`src/rtl/uart_pkg.sv`:
```
// Shared types and register map constants for the memory-mapped UART transmitter.
package uart_pkg;

  typedef enum logic [1:0] {
    StIdle,
    StStart,
    StData,
    StStop
  } tx_state_e;

  // Register offsets, selected by addr[3:2]
  localparam logic [1:0] OffData   = 2'd0;
  localparam logic [1:0] OffStatus = 2'd1;
  localparam logic [1:0] OffCtrl   = 2'd2;

  localparam int unsigned StatFull  = 0;
  localparam int unsigned StatEmpty = 1;
  localparam int unsigned StatBusy  = 2;
  localparam int unsigned StatOvf   = 3;
  localparam int unsigned StatCnt   = 8;

  localparam int unsigned CtrlEn    = 0;
  localparam int unsigned CtrlIrqEn = 1;

endpackage

```
`src/rtl/uart_tx_mmio_if.sv`:
```
// Data-memory-side bus between the core and the UART register window.
interface uart_tx_mmio_if;
  logic        we;
  logic [31:0] addr;
  logic [31:0] wdata;
  logic [31:0] rdata;
  logic        hit;

  modport master (output we, addr, wdata, input rdata, hit);
  modport slave  (input we, addr, wdata, output rdata, hit);
endinterface

```
`src/rtl/sync_fifo.sv`:
```
// Single-clock FIFO with first-word fall-through read data; push when full and
// pop when empty are ignored.
module sync_fifo #(
  parameter int unsigned WIDTH = 8,
  parameter int unsigned DEPTH = 8,
  localparam int unsigned PW   = $clog2(DEPTH)
) (
  input  logic             clk,
  input  logic             reset,
  input  logic             push,
  input  logic             pop,
  input  logic [WIDTH-1:0] wdata,
  output logic [WIDTH-1:0] rdata,
  output logic             full,
  output logic             empty,
  output logic [PW:0]      count
);

  logic [WIDTH-1:0] mem [DEPTH];
  logic [PW-1:0]    wptr_q, rptr_q;
  logic [PW:0]      count_q;
  logic             do_push, do_pop;

  assign full    = (count_q == (PW+1)'(DEPTH));
  assign empty   = (count_q == '0);
  assign count   = count_q;
  assign rdata   = mem[rptr_q];
  assign do_push = push && !full;
  assign do_pop  = pop && !empty;

  always_ff @(posedge clk) begin
    if (do_push) mem[wptr_q] <= wdata;
  end

  always_ff @(posedge clk or posedge reset) begin
    if (reset) begin
      wptr_q  <= '0;
      rptr_q  <= '0;
      count_q <= '0;
    end else begin
      if (do_push) wptr_q <= wptr_q + PW'(1);
      if (do_pop)  rptr_q <= rptr_q + PW'(1);
      unique case ({do_push, do_pop})
        2'b10:   count_q <= count_q + (PW+1)'(1);
        2'b01:   count_q <= count_q - (PW+1)'(1);
        default: count_q <= count_q;
      endcase
    end
  end

endmodule

```
`src/rtl/uart_tx_mmio.sv`:
```
// Memory-mapped 8N1 UART transmitter: register decode, TX FIFO, baud counter and FSM.
// Optional transmit-complete interrupt enabled by defining UART_TX_IRQ_EN.
module uart_tx_mmio
  import uart_pkg::*;
#(
  parameter logic [31:0] BASE_ADDR  = 32'hFFFF_0000,
  parameter int unsigned DIVISOR    = 434,
  parameter int unsigned FIFO_DEPTH = 8
) (
  input  logic           clk,
  input  logic           reset,
  uart_tx_mmio_if.slave  bus,
`ifdef UART_TX_IRQ_EN
  output logic           irq,
`endif
  output logic           txd
);

  localparam int unsigned CW = $clog2(FIFO_DEPTH) + 1;
  localparam int unsigned BW = $clog2(DIVISOR);
  localparam logic [BW-1:0] BaudMax = BW'(DIVISOR - 1);

  tx_state_e     state_q;
  logic [BW-1:0] baud_q;
  logic [2:0]    bit_q;
  logic [7:0]    shift_q;
  logic          txd_q;
  logic          enable_q, ovf_q;

  logic          wr, push, pop, full, empty, baud_done;
  logic [1:0]    off;
  logic [7:0]    fifo_rdata;
  logic [CW-1:0] count;
  logic          unused_bits;

  assign bus.hit     = (bus.addr[31:4] == BASE_ADDR[31:4]);
  assign off         = bus.addr[3:2];
  assign wr          = bus.we && bus.hit;
  assign push        = wr && (off == OffData);
  assign baud_done   = (baud_q == '0);
  assign unused_bits = ^{bus.addr[1:0], bus.wdata[31:8]};

  // Pop from idle, or on the final stop-bit cycle so frames run back to back
  assign pop = enable_q && !empty &&
               ((state_q == StIdle) || ((state_q == StStop) && baud_done));

  sync_fifo #(
    .WIDTH (8),
    .DEPTH (FIFO_DEPTH)
  ) u_fifo (
    .clk   (clk),
    .reset (reset),
    .push  (push),
    .pop   (pop),
    .wdata (bus.wdata[7:0]),
    .rdata (fifo_rdata),
    .full  (full),
    .empty (empty),
    .count (count)
  );

`ifdef UART_TX_IRQ_EN
  logic irq_en_q, irq_q;

  always_ff @(posedge clk or posedge reset) begin
    if (reset) begin
      irq_en_q <= 1'b0;
      irq_q    <= 1'b0;
    end else begin
      if (wr && (off == OffCtrl)) irq_en_q <= bus.wdata[CtrlIrqEn];
      irq_q <= irq_en_q && empty && (state_q == StIdle);
    end
  end

  assign irq = irq_q;
`endif

  always_comb begin
    bus.rdata = '0;
    if (bus.hit) begin
      unique case (off)
        OffStatus: begin
          bus.rdata[StatFull]       = full;
          bus.rdata[StatEmpty]      = empty;
          bus.rdata[StatBusy]       = (state_q != StIdle);
          bus.rdata[StatOvf]        = ovf_q;
          bus.rdata[StatCnt +: CW]  = count;
        end
        OffCtrl: begin
          bus.rdata[CtrlEn]    = enable_q;
`ifdef UART_TX_IRQ_EN
          bus.rdata[CtrlIrqEn] = irq_en_q;
`endif
        end
        default: bus.rdata = '0;
      endcase
    end
  end

  always_ff @(posedge clk or posedge reset) begin
    if (reset) begin
      enable_q <= 1'b1;
      ovf_q    <= 1'b0;
    end else begin
      if (wr && (off == OffCtrl)) enable_q <= bus.wdata[CtrlEn];
      if (wr && (off == OffStatus)) ovf_q <= 1'b0;
      else if (push && full)        ovf_q <= 1'b1;
    end
  end

  always_ff @(posedge clk or posedge reset) begin
    if (reset) begin
      state_q <= StIdle;
      baud_q  <= '0;
      bit_q   <= '0;
      shift_q <= '0;
      txd_q   <= 1'b1;
    end else begin
      unique case (state_q)
        StIdle: begin
          if (pop) begin
            shift_q <= fifo_rdata;
            baud_q  <= BaudMax;
            state_q <= StStart;
            txd_q   <= 1'b0;
          end
        end
        StStart: begin
          if (baud_done) begin
            baud_q  <= BaudMax;
            bit_q   <= '0;
            state_q <= StData;
            txd_q   <= shift_q[0];
          end else begin
            baud_q <= baud_q - BW'(1);
          end
        end
        StData: begin
          if (baud_done) begin
            baud_q <= BaudMax;
            if (bit_q == 3'd7) begin
              state_q <= StStop;
              txd_q   <= 1'b1;
            end else begin
              bit_q   <= bit_q + 3'd1;
              shift_q <= shift_q >> 1;
              txd_q   <= shift_q[1];
            end
          end else begin
            baud_q <= baud_q - BW'(1);
          end
        end
        StStop: begin
          if (baud_done) begin
            if (pop) begin
              shift_q <= fifo_rdata;
              baud_q  <= BaudMax;
              state_q <= StStart;
              txd_q   <= 1'b0;
            end else begin
              state_q <= StIdle;
              txd_q   <= 1'b1;
            end
          end else begin
            baud_q <= baud_q - BW'(1);
          end
        end
        default: state_q <= StIdle;
      endcase
    end
  end

  assign txd = txd_q;

endmodule

```
`src/flat_wrapper.sv`:
```
// flat-port wrapper written by rule: the top's interface ports become plain ports
module uart_tx_mmio_flat import uart_pkg::*;
#(
  parameter logic [31:0] BASE_ADDR  = 32'hFFFF_0000,
  parameter int unsigned DIVISOR    = 434,
  parameter int unsigned FIFO_DEPTH = 8
)
  (clk, reset, txd, bus_we, bus_addr, bus_wdata, bus_rdata, bus_hit);
  uart_tx_mmio_if bus_i ();
  input  logic clk;
  input  logic reset;
  output logic txd;
  input wire logic [$bits(bus_i.we)-1:0] bus_we;
  input wire logic [$bits(bus_i.addr)-1:0] bus_addr;
  input wire logic [$bits(bus_i.wdata)-1:0] bus_wdata;
  output wire logic [$bits(bus_i.rdata)-1:0] bus_rdata;
  output wire logic [$bits(bus_i.hit)-1:0] bus_hit;
  assign bus_i.we = bus_we;
  assign bus_i.addr = bus_addr;
  assign bus_i.wdata = bus_wdata;
  assign bus_rdata = bus_i.rdata;
  assign bus_hit = bus_i.hit;
  uart_tx_mmio #(.BASE_ADDR(BASE_ADDR), .DIVISOR(DIVISOR), .FIFO_DEPTH(FIFO_DEPTH)) u_core (.clk(clk), .reset(reset), .bus(bus_i), .txd(txd));
endmodule
```
`config.mk`:
```
export PLATFORM = sky130hd
export DESIGN_NAME = uart_tx_mmio_flat
export DESIGN_NICKNAME = d
export VERILOG_FILES = /design/src/rtl/uart_pkg.sv /design/src/rtl/uart_tx_mmio_if.sv /design/src/rtl/sync_fifo.sv /design/src/rtl/uart_tx_mmio.sv /design/src/flat_wrapper.sv
export SDC_FILE = /design/constraint.sdc
export NUM_CORES = 1
export LEC_CHECK = 0
export ABC_AREA = 1
export CORE_UTILIZATION = 52
export CTS_BUF_LIST = sky130_fd_sc_hd__clkbuf_8 sky130_fd_sc_hd__clkbuf_16
export CTS_CLUSTER_DIAMETER = 30
export CTS_CLUSTER_SIZE = 25
export DETAILED_ROUTE_END_ITERATION = 10
export GPL_ROUTABILITY_DRIVEN = 0
export PLACE_DENSITY = 0.8
export SYNTH_ARGS = -nofsm -noshare
export SYNTH_HDL_FRONTEND = slang
export SYNTH_SLANG_ARGS = --single-unit
```
`constraint.sdc`:
```
create_clock -name clk -period 3 [get_ports clk]
set_clock_uncertainty 0.1 [all_clocks]
set_input_delay 0.6 -clock clk [delete_from_list [all_inputs] [get_ports clk]]
set_output_delay 0.6 -clock clk [all_outputs]
set_load 0.01 [all_outputs]
```
==> results of run 1 <==
==> power by group through the flow <==
stage / registers, mW / logic, mW / clock network, mW
final: 1.52 / 0.686 / 0.876
after global routing: 1.52 / 0.780 / 0.940
after CTS: 1.52 / 0.679 / 0.890
after detailed placement: 1.55 / 0.675 / 0
after global placement: 1.55 / 0.649 / 0
after floorplan: 1.55 / 0.493 / 0
==> logic make-up (layout without fill, tap and decap cells) <==
family,after synthesis,in the layout
and+or+nand+nor,320,320
DFF,99,99
buffers and inverters,85,132
AOI/OAI and AO/OA,29,29
adders and majority gates,16,16
xor gates and xnor gates,12,12
other,1,24
==> sequential cells by signal, indices dropped and copies added (netlist names) <==
register              flops
u_core.u_fifo.mem        64
u_core.baud_q             9
u_core.shift_q            8
u_core.u_fifo.count       4
u_core.bit_q              3
u_core.u_fifo.rptr_q      3
u_core.u_fifo.wptr_q      3
u_core.state_q            2
u_core.enable_q           1
u_core.ovf_q              1
u_core.txd                1
==> cell type report <==
cell class | count | area (um^2) | share of cell area, %
clock inverter | 7 | 88.8 | 1.49
tap | 129 | 161 | 2.72
timing repair buffer | 69 | 651 | 10.9
clock buffer | 9 | 124 | 2.08
sequential | 99 | 2800 | 47.1
multi-input combinational | 401 | 1940 | 32.7
inverter | 47 | 176 | 2.97
==> placed cells by master (no fill, tap or decap), drive strengths merged, types with 19 or more instances in the layout <==
cell type / n
nand2: 190
inv: 48
nand3: 71
conb: 24
o21ai: 19
nor2: 43
clkdlybuf4s50: 41
buf: 19
dfrtp: 33
edfxtp: 64
==> per-layer routing <==
layer  vias up  routed length, um  global-route usage, %
met5         -                  0                      0
met4         0                214                   8.47
met3        19                723                   3.88
met2       171               5050                   36.9
met1      1803               4240                   27.5
li1       1917                  -                      -
==> what timing repair did <==
item	in CTS	in global routing
endpoints found under the setup margin	8	5
gates resized for setup	7	7
buffers inserted	0	0
==> critical path, delay by kind of cell <==
kind / cells / cell delay [ns]
compound gates: 1 / 0.17
buf+inv: 2 / 0.76
simple gates: 5 / 0.52
==> worst paths after layout <==
| kind | from | endpoint | slack [ns] | cells past startpoint |
|---|---|---|---|---|
| min in group asynchronous | reset | u_core.u_fifo.count[0] | 0.41 | 2 |
| min reg2reg | u_core.txd | u_core.txd | 0.37 | 2 |
| max in group asynchronous | reset | u_core.txd | 1.68 | 3 |
| max | bus_addr[22] | bus_rdata[0] | 0.25 | 8 |
| max reg2reg | u_core.baud_q[0] | u_core.u_fifo.count[3] | 0.51 | 14 |
| min | u_core.txd | u_core.txd | 0.37 | 2 |
==> per-stage QoR <==
stage	hold slack (ns)	power, mW	instance area, um^2
after floorplan	0.342	2.04	5150
after global placement	0.353	2.20	5710
after detailed placement	0.361	2.22	5710
after CTS	0.374	3.09	5930
after global routing	0.399	3.24	5940
final	0.372	3.08	5940
==> results.md, run 1 <==
- Status: complete, no violations
- Clock sinks: 99
- Main synth FF type: edfxtp_1
- TritonCTS clock tree: built
- Adder-cell area share of the yosys netlist: 3.95%
- Worst Setup End Kind: output pin
- Mux contribution to synthesized area: 0%
- FMAX: 364 MHz
- Initial DRT Pass Iterations: 5
- Port buffer count: 50
- Max transition margin: 57.3%
- Max VDD drop: approximately 0.00033 V
- Psw: 1.01 mW
- Worst path slowest cell: clkdlybuf4s50_1
- Setup TNS: 0 ns
- Util after Layout: 63.7%
- Cts hold-fix bufs: 0
- Initial Util: 54.3%
- Max-cap violations: 0
- Clk pwr share: 28.4%
- Worst Tran Pin Value: approximately 0.64 ns
- Synth top area cells: edfxtp_1, dfrtp_1, nand2_1
- Syn_area_per_cell: 9.02 um^2
- Slew Limit Fails: 0
- Internal power: roughly 2.1 mW
- Setup CP Type: primary input to output pin
- Die area: 0.0101 mm^2
- Worst EP required: 2.30 ns
- Cell breakdown of the critical path: clkdlybuf4s50_1 > nand2_1 > nor2_1 > nand3_2 > nor2_4 > nand3_1 > a21boi_0 > dlygate4sd2_1
- Crit path DAT: 2.05 ns
- H-tree levels: 3
- Die height: 101 um
- Area fraction in compound gates after synthesis: under 10%
- Clock Path Buffers: 2
- Wirelength per Cell: 13.4 um
- Total global routing overflow: 0
- Post-synth EDFFs: 64
- Antenna cells: 0
- Combinational share of power: 22.3%
- Ys async rst share: a little over a third
- Largest net degree at the start of global routing: 34
- Via Count: around 3900
- Clock transition at path regs: 0.10 ns
- Syn Inst Count: 562
- Syn-to-layout area delta: 17.3%
- Num CTS Buffers: 9
- PD cells: roughly 520 mW/mm^2
- Largest area contributor in the netlist: edfxtp_1
- Post-DP HPWL: ~7000 um
- Nets@finish: 710
- Most frequent cell after synthesis: nand2_1
- Iteration-0 DRC Markers: about 240
- Routed WL: 10200 um
- Synth top cells by count: nand2_1, nand3_1, edfxtp_1
- Largest family of logic cells by synthesized area: simple AND/OR/NAND/NOR gates
- Finish-stage setup viols: 0
- Remaining routing DRC violations: 0
- Yosys reg bits: 99
- Xor/xnor share of the synthesized area: under 10%
- Simple-gate share of the synthesized area: 27.1%
- Layout cells sized above 1: 8.54%
- # IOs: 101
- LEAKAGE: 2.76 nW
- Worst-path maximum fanout: 4
- Vias in the first global route: between 3000 and 4000
- First-pass GRT wire length: about 17000 um
- Die width: ~100 um
- YS warnings: 0
- GRT Total Usage: 21.6%
- Initial antenna violation count: 0
- Row cnt: 35
- Fin cells: 761
- Worst setup SP type: primary input
- Pre-CTS WS: -0.109 ns
- Sequential fraction of the synthesis area: 55.3%
- Worst stage delay on the critical path: 0.47 ns
- Worst hold path type: register to register
- Cell Area, Synth: 0.00507 mm^2
- Tmin final: 2.75 ns
- RSZ-0062 raised after global routing: false
- Core region area: 0.00933 mm^2
- Final ANT Viol Nets: 0
- Netlist cell types: 33
- Top cell type's share of synthesized area: between 30% and 40%
- Routed vias/inst: 5.14
- PnR worst setup slack: 0.255 ns
- Post-Place Cells: 745
- Filler cell count: 737
- Root Driver: clkbuf_8
- Period utilisation layout: 91.5%
- Net Sw Frac: between 30% and 40%
- Latest clock arrival within the worst-skew pair: 0.37 ns
- Sequential share of power: between 40% and 50%
- Hold Fails Final Rpt: 0
No activity file was read; power rests on OpenSTA's default activity.
==> inputs of run 2 (changes only) <==
--- a/config.mk
+++ b/config.mk
@@ -12,6 +12,7 @@
 export CTS_CLUSTER_SIZE = 25
 export DETAILED_ROUTE_END_ITERATION = 10
 export GPL_ROUTABILITY_DRIVEN = 0
+export GPL_TIMING_DRIVEN = 0
 export PLACE_DENSITY = 0.8
 export SYNTH_ARGS = -nofsm -noshare
 export SYNTH_HDL_FRONTEND = slang
==> run 2 against run 1 <==
  * Non-clock buffer count is 24 higher
  * Fmax is 3.5% lower
  * Final cell count is 3.2% higher
  * Wire length is 4.2% higher
  * Sequential power hardly changed
  * Critical path depth is 1 lower
  * Critical path type is now primary input to register
  * Largest cell class unchanged
  * Largest power group unchanged
==> results.md, run 2 (synthesis results as in run 1) <==
- Nets@finish: 734 (+3.4%)
- Setup TNS: 0 ns (unchanged)
- Worst stage delay on the critical path: 0.75 ns (+0.28 ns)
- Cts hold-fix bufs: 0 (unchanged)
- Period utilisation layout: 94.8% (+3.3 points)
- Setup slack, reg-to-reg: 0.35 ns (-0.16 ns)
- H-tree levels: 3 (unchanged)
- Most common cell after layout, fill and taps aside: nand2_1
- Worst-path maximum fanout: 8 (+4)
- Crit-path most repeated cell: nor2_1
- Total power: 3.17 mW (+3.0%)
- Core region area: 0.00933 mm^2 (unchanged)
- Critical Path Start: bus_addr[21]
- Worst setup SP type: primary input
- First-pass GRT wire length: 17400 um (+1.9%)
- Vias in the first global route: 3729 (-0.054%)
- Pre-CTS WS: -0.572 ns (-0.463 ns)
- Layout cells sized above 1: 11.9% (+3.3 points)
- Initial Util: 54.3% (unchanged)
- Max transition margin: 41.8% (-15 points)
- Crit path DAT: 2.76 ns (+0.71 ns)
- Antenna cells: 0 (unchanged)
- Max FFs per register: 64 (unchanged)
- Worst path slowest cell: nor2_1
- Post-Place Cells: 766 (+2.8%)
- PD cells: 521 mW/mm^2 (+0.40%)
- Tmin final: 2.84 ns (+0.0991 ns)
- Die width: 101 um (unchanged)
- Port buffer count: 50 (unchanged)
- LEAKAGE: 2.80 nW (+1.6%)
- Reg2reg start: u_core.baud_q[0]
- TritonCTS clock tree: built
- Clock sinks: 99 (unchanged)
- Fin cells: 785 (+3.2%)
- Initial antenna violation count: 0 (unchanged)
- Latest clock arrival within the worst-skew pair: 0.39 ns (+0.02 ns)
- Wirelength per Cell: 13.6 um (+0.98%)
- Commonest cells after routing, fill and taps aside: nand2_1, nand3_1, edfxtp_1, inv_1, clkdlybuf4s50_1
- Routed vias/inst: 5.14 (about the same)
- Clock transition at path regs: 0.12 ns (+0.02 ns)
- Clock Path Buffers: 2 (unchanged)
- Register bank with the most flops: u_core.u_fifo.mem
- Regs by FF count: u_core.u_fifo.mem x64, u_core.baud_q x9, u_core.shift_q x8
- Worst EP required: 2.91 ns (+0.61 ns)
- Remaining routing DRC violations: 0 (unchanged)
- Max-cap violations: 0 (unchanged)
- Die height: 101 um (unchanged)
- Post-DP HPWL: 7440 um (+4.3%)
- Final ANT Viol Nets: 0 (unchanged)
- Worst hold path type: register to register
- FMAX: 352 MHz (-3.5%)
- Cell breakdown of the critical path: clkdlybuf4s50_1 > nand2_1 > nor2_1 > nand3_2 > nor3_1 > nand4_1 > nor2_1
- RSZ-0062 raised after global routing: true
- Worst Tran Pin Value: 0.870 ns (+0.234 ns)
- Via Count: 4033 (+3.1%)
- Hold Crit Start: u_core.txd
- Slew Limit Fails: 0 (unchanged)
- Status: complete, no violations
- Total global routing overflow: 0 (unchanged)
- Syn-to-layout area delta: 20.3%
- Worst Setup End Kind: register
- Setup CP Type: primary input to register
- Largest net degree at the start of global routing: 36 (+5.9%)
- Root Driver: clkbuf_8
- Die area: 0.0101 mm^2 (unchanged)
- Finish-stage setup viols: 0 (unchanged)
- Row cnt: 35 (unchanged)
- # IOs: 101 (unchanged)
- PnR worst setup slack: 0.156 ns (-0.0991 ns)
- Routed WL: 10700 um (+4.2%)
- Initial DRT Pass Iterations: 5 (unchanged)
- Hold Fails Final Rpt: 0 (unchanged)
- GRT Total Usage: 22.5% (+0.83 points)
- Iteration-0 DRC Markers: 273 (+12%)
- Max VDD drop: 0.000389 V (+19%)
- Num CTS Buffers: 9 (unchanged)
run 2: power breakdown:
group          leakage [nW]  switching [mW]  internal (mW)
clock                 0.109           0.558          0.346
combinational          1.69           0.473          0.274
sequential             1.00          0.0339           1.49
total                  2.80            1.07           2.11
run 2: path summary, 6_finish.rpt:
check	to	cells past startpoint
setup / recovery	u_core.u_fifo.mem[0][0]	7
hold / removal	u_core.txd	2
setup reg to reg	u_core.u_fifo.count[2]	12
hold reg to reg	u_core.txd	2
max in group asynchronous	u_core.shift_q[7]	2
min in group asynchronous	u_core.state_q[1]	2
run 2: metal layers:
| layer | share of wire [%] | track usage (%) | wire [um] | vias to the layer above |
|---|---|---|---|---|
| li1 | - | - | - | 1970 |
| met1 | 41 | 29.6 | 4410 | 1865 |
| met2 | 49 | 37.0 | 5270 | 187 |
| met3 | 8.1 | 4.72 | 862 | 11 |
| met4 | 1.1 | 8.14 | 112 | 0 |
| met5 | 0 | 0 | 0 | - |
run 2: worst max-delay path: cells and delay by family:
| kind | cells | cell delay (ns) |
|---|---|---|
| buffers and inverters | 1 | 0.47 |
| AND/OR/NAND/NOR | 6 | 1.68 |
run 2: what timing repair did:
item,CTS,global route
pin swaps,1,1
resized for setup,12,10
setup endpoints to repair,24,22
setup buffers,2,1
run 2: stage by stage:
| stage | instance area, um^2 | util [%] | hold WS, ns |
|---|---|---|---|
| after detailed placement | 5830 | 62.5 | 0.360 |
| final | 6100 | 65.4 | 0.379 |
| after CTS | 6070 | 65.1 | 0.381 |
| after floorplan | 5150 | - | 0.342 |
| after global placement | 5820 | 62.3 | 0.354 |
| after global routing | 6100 | 65.4 | 0.408 |
run 2: area by class of cell:
class | count | area [um^2]
clock inverter | 7 | 96.3
clock buffer | 9 | 124
multi-input combinational | 401 | 1960
inverter | 47 | 176
timing repair buffer | 55 | 526
tap | 129 | 161
buffer | 38 | 253
sequential | 99 | 2800
fill | 724 | 3230
